**config.mk**
```make
export PLATFORM = sky130hd
export DESIGN_NAME = branch_redirect_ctrl
export DESIGN_NICKNAME = d
export VERILOG_FILES = /design/src/rtl/branch_pkg.sv /design/src/rtl/bta_generator.sv /design/src/rtl/branch_redirect_ctrl.sv
export SDC_FILE = /design/constraint.sdc
export NUM_CORES = 1
export LEC_CHECK = 0
export ABC_AREA = 1
export BUFFER_PORTS_ARGS = -buffer_cell sky130_fd_sc_hd__clkbuf_2
export CORE_UTILIZATION = 45
export CTS_CLUSTER_SIZE = 40
export DETAILED_ROUTE_END_ITERATION = 10
export PLACE_DENSITY_LB_ADDON = 0.3
export SYNTH_ARGS = -nofsm -noshare
export SYNTH_HDL_FRONTEND = slang
export SYNTH_SLANG_ARGS = --single-unit
```
**constraint.sdc**
```tcl
create_clock -name clk -period 2.4 [get_ports clk]
set_input_delay 0.36 -clock clk [delete_from_list [all_inputs] [get_ports clk]]
set_output_delay 0.36 -clock clk [all_outputs]
set_load 0.005 [all_outputs]
```
**src/rtl/branch_pkg.sv**
```systemverilog
// Shared types for branch resolution and fetch redirect sequencing.
// Holds the redirect FSM state encoding and the target-source selector constants.
package branch_pkg;

  typedef enum logic [1:0] {
    IDLE     = 2'd0,
    WAIT_DS  = 2'd1,
    REDIRECT = 2'd2
  } redir_state_t;

  localparam logic TGT_PC_REL = 1'b0;
  localparam logic TGT_REG    = 1'b1;

endpackage

```
**src/rtl/bta_generator.sv**
```systemverilog
// PC-relative branch target: pc + 4 + sext(offset) << 2, modulo 2^32.
// Purely combinational, zero latency; no flow control.
module bta_generator (
  input  logic [31:0] pc,
  input  logic [15:0] offset,
  output logic [31:0] bta
);

  logic [31:0] offset_ext;

  assign offset_ext = {{14{offset[15]}}, offset, 2'b00};
  assign bta        = pc + 32'd4 + offset_ext;

endmodule

```
**src/rtl/branch_redirect_ctrl.sv**
```systemverilog
// EX-stage branch sequencing: latches a taken target, waits for the delay slot, redirects IF.
// Redirect appears one cycle after the delay slot is seen; held under valid/ready, EX stalled meanwhile.
module branch_redirect_ctrl
  import branch_pkg::*;
(
  input  logic        clk,
  input  logic        resetn,
  input  logic        ex_valid,
  input  logic        ex_is_branch,
  input  logic        ex_taken,
  input  logic        ex_tgt_sel,
  input  logic [31:0] ex_pc,
  input  logic [15:0] ex_offset,
  input  logic [31:0] ex_reg_tgt,
  input  logic        ds_fetched,
  input  logic        exc_flush,
  output logic        redir_valid,
  output logic [31:0] redir_pc,
  output logic        redir_misalign,
  input  logic        redir_ready,
  output logic        ex_stall,
  output logic [31:0] branch_cnt,
  output logic [31:0] taken_cnt
);

  redir_state_t state_q, state_d;
  logic [31:0]  tgt_q;
  logic [31:0]  bta;
  logic [31:0]  tgt_mux;
  logic [31:0]  branch_cnt_q;
  logic [31:0]  taken_cnt_q;
  logic         accept;

  bta_generator u_bta (
    .pc     (ex_pc),
    .offset (ex_offset),
    .bta    (bta)
  );

  assign tgt_mux = (ex_tgt_sel == TGT_REG) ? ex_reg_tgt : bta;

  // Flush masks acceptance so a branch squashed by an exception is never counted.
  assign accept = (state_q == IDLE) & ex_valid & ex_is_branch & ~exc_flush;

  always_comb begin
    state_d = state_q;
    unique case (state_q)
      IDLE: begin
        if (accept && ex_taken) begin
          state_d = ds_fetched ? REDIRECT : WAIT_DS;
        end
      end
      WAIT_DS: begin
        if (ds_fetched) begin
          state_d = REDIRECT;
        end
      end
      REDIRECT: begin
        if (redir_ready) begin
          state_d = IDLE;
        end
      end
      default: state_d = IDLE;
    endcase
    if (exc_flush) begin
      state_d = IDLE;
    end
  end

  always_ff @(posedge clk or negedge resetn) begin
    if (!resetn) begin
      state_q      <= IDLE;
      tgt_q        <= '0;
      branch_cnt_q <= '0;
      taken_cnt_q  <= '0;
    end else begin
      state_q <= state_d;
      if (exc_flush) begin
        tgt_q <= '0;
      end else if (accept && ex_taken) begin
        tgt_q <= tgt_mux;
      end
      if (accept) begin
        branch_cnt_q <= branch_cnt_q + 32'd1;
        if (ex_taken) begin
          taken_cnt_q <= taken_cnt_q + 32'd1;
        end
      end
    end
  end

  assign redir_valid    = (state_q == REDIRECT);
  assign redir_pc       = tgt_q;
  assign redir_misalign = redir_valid & (tgt_q[1:0] != 2'b00);
  assign ex_stall       = (state_q != IDLE);
  assign branch_cnt     = branch_cnt_q;
  assign taken_cnt      = taken_cnt_q;

endmodule
```
==> reports/metrics.cfg <==
[yosys]
synth_area_sq_um=7670
syn_inst=1134
yosysWarnings=0
seq_area_frac_synth_pct=32.0
syn_nets=1283
synthTopCellsByArea=dfrtp_1 (32%), nand2_1 (19%), ha_1 (9.6%)
synth.distinct_cells=34
netlist.area_leader.share_pct=32.0
synth_seq_cells=98
avgSynthCellArea_sq_um=6.77
synth_top_cell_by_area=dfrtp_1

[floorplan]
ios=188
die_area_sq_um=17600
rows=47
die_h_um=133
die_x_um=133
initial_utilization_pct=46.1
core_area_sq_um=16600

[global_routing]
grt.met2_usage_pct=39.8
use_met3_pct=5.13
grt_pass1_wl_um=35000
grt_pass1_vias=7092
grt.busiest_layer=met2
globalRouteMet1Util_pct=35.6
antenna_found_initial=1
grt-ovfl-total=0
grt_start_max_net_pins=49
grtUsageTotal_pct=25.1

[worst_setup_path]
crit_start=ex_offset[15]
worstPathArrival_ns=2.34
crit_slowest_cell=ha_1
max_stage_delay_ns=0.37
r2r_cells=10
timing.reg2reg.setup_slack_ns=0.45
critical_path.cell_chain=clkbuf_2 -> ha_1 -> ha_1 -> nand2_1 -> buf_4 -> nor2_1 -> nand2_1 -> nor2_1 -> nand2_1 -> nand4_1 -> nand3_1 -> nand2_1 -> nand2_1
critPathKind=in -> reg
cp_max_fo=12
endpoint_kind=register
r2r-start=state_q[0]
timing.rr.end=taken_cnt[27]
cp_data_required_time_ns=2.64
crit_top_cell=nand2_1
cp-start-kind=input port

[timing]
tightest_slew_ns=0.704
fin_crit_ns=2.11
fin_skew_ns=0.00752
setup_ws_ns=0.294
setup_viol=0
slew_violations=0
grt_setup_unrepaired=no
hold_viol_final=0
slew_headroom_pct=53.1
fmax_ghz=0.475
period_share_pct=87.8

[clock_tree]
clock_sinks=98
cts.clk_slew.worst_paths_ns=0.07
root_buffer=clkbuf_16
ctsHoldBuffers=0
cts_tree=built
cts_resized=0
clkLatencyLatePin_ns=0.35
cts_setup_buffers=0
h-tree-depth=3
cts_buffers=9
clockBufferDepth=2

[routing]
viasPerCell=4.92
ant_nets=0
drt-total-wl_um=21400
wire_per_inst_um=13.6
drc=0
num_vias=7742
drtPass1Iterations=4
initialDrtViolationCount=463

[place]
dp_hpwl_um=17200
post-place-ws_ns=-0.0471
io_buffers=187
dpl_cell_area_sq_um=9080
gp_congestion=0.951

[power_and_ir_drop]
peakVddDrop_mv=0.402
power_density_nw_per_um2=505
p_leak_nw=5.46

[status]
status=complete, no violations

[final_layout]
finish.utilization_pct=56.3
syn_to_final_growth_pct=22.0
regArea_sq_um=2450
fillers=1690
drive_above_1_share_pct=18.9
multi_input_area_sq_um=4530
final_area_sq_um=9370
nets=1496

[run]
maxCapViolations=0

[min_path]
hold_class=in -> async

-- per-stage QoR --
step	instances	hold WS [ns]	TNS (ns)	total power, mW
2_1_floorplan	1134	0.0644	0	2.76
3_3_place_gp	1556	0.451	-0.0788	3.34
3_5_place_dp	1556	0.457	-0.119	3.36
4_1_cts	1572	0.0761	0	4.76
5_1_grt	1572	0.0906	0	5.04
6_report	1573	0.0598	0	4.73
-- synth_stat cells (all sizes together) --
| cell | instances |
|---|---|
| nand3 | 66 |
| dfrtp | 98 |
| xor2 | 46 |
| o21a | 1 |
| nor4 | 3 |
| o21ai | 50 |
| buf | 8 |
| and3 | 1 |
| clkbuf | 10 |
| nand2 | 395 |
| a21boi | 1 |
| nand3b | 7 |
| nor3 | 25 |
| xnor2 | 21 |
| fa | 1 |
| nand4 | 21 |
| o41ai | 1 |
| ha | 59 |
| a21o | 1 |
| a21oi | 19 |
| nor2 | 137 |
| inv | 161 |
| o21bai | 2 |
-- metal layers --
layer	part of all wire [%]	vias up	routed length, um
li1	-	3968	-
met1	47	3497	10100
met2	45	261	9580
met3	7.0	16	1490
met4	1.1	0	245
met5	0	-	0
-- cell usage in the layout (no fill, tap or decap), types with 2 or more instances in the layout --
cell type     n
xnor2_1      21
nor2_2        3
xor2_1       46
inv_6         2
clkbuf_16     9
dfrtp_1      98
buf_12        3
nor3_1       20
clkinvlp_4    2
nand2_2       4
a21oi_1      19
buf_4        31
ha_1         59
nor4_1        3
nand3b_2      2
nand3_4       2
nand3b_1      5
o21ai_1       5
nand4_1      21
nand2_1     391
clkbuf_2    186
nor2_1      130
o21ai_0      45
nand3_1      64
nor3_4        4
nor2_4        4
inv_1       160
o21bai_1      2
-- worst max-delay path by stage --
stage                     depth (start not counted)      endpoint
after floorplan                                  13  redir_pc[27]
after global placement                           13  redir_pc[28]
after detailed placement                         13  redir_pc[28]
after CTS                                        13  redir_pc[28]
after global routing                             12  redir_pc[25]
final                                            13  redir_pc[28]
-- critical path, delay by kind of cell --
kind | cells | cell delay [ns]
buffers and inverters | 2 | 0.35
and+or+nand+nor | 9 | 0.92
adders and majority gates | 2 | 0.70
-- cell families after synthesis --
family	count (synthesis)	share of synthesized area, %
flip-flops	98	32.0
AO/OA/AOI/OAI	75	5.10
AND/OR/NAND/NOR	655	36.3
adder cells (fa/ha/maj)	60	9.88
XOR/XNOR	67	7.65
buffers and inverters	179	9.08
-- registers in the layout, indices dropped and copies added (netlist names) --
register / cells
branch_cnt: 32
taken_cnt: 32
redir_pc: 32
state_q: 2
-- area by class of cell --
| type | instances | area share [%] |
|---|---|---|
| diodes | 1 | 0.0267 |
| clock buffers | 11 | 2.59 |
| clock inverters | 5 | 0.401 |
| inverters | 161 | 6.45 |
| multi-input cells | 857 | 48.3 |
| flip-flops and latches | 98 | 26.2 |
| well taps | 220 | 2.94 |
| repair buffers | 220 | 13.1 |
-- report_power, final --
part	leakage [nW]	internal [mW]	switching, mW
registers	1.29	1.78	0.154
logic	4.03	0.568	0.831
clock network	0.133	0.738	0.661
total	5.46	3.08	1.65
Power figures use the tool's default switching activity.
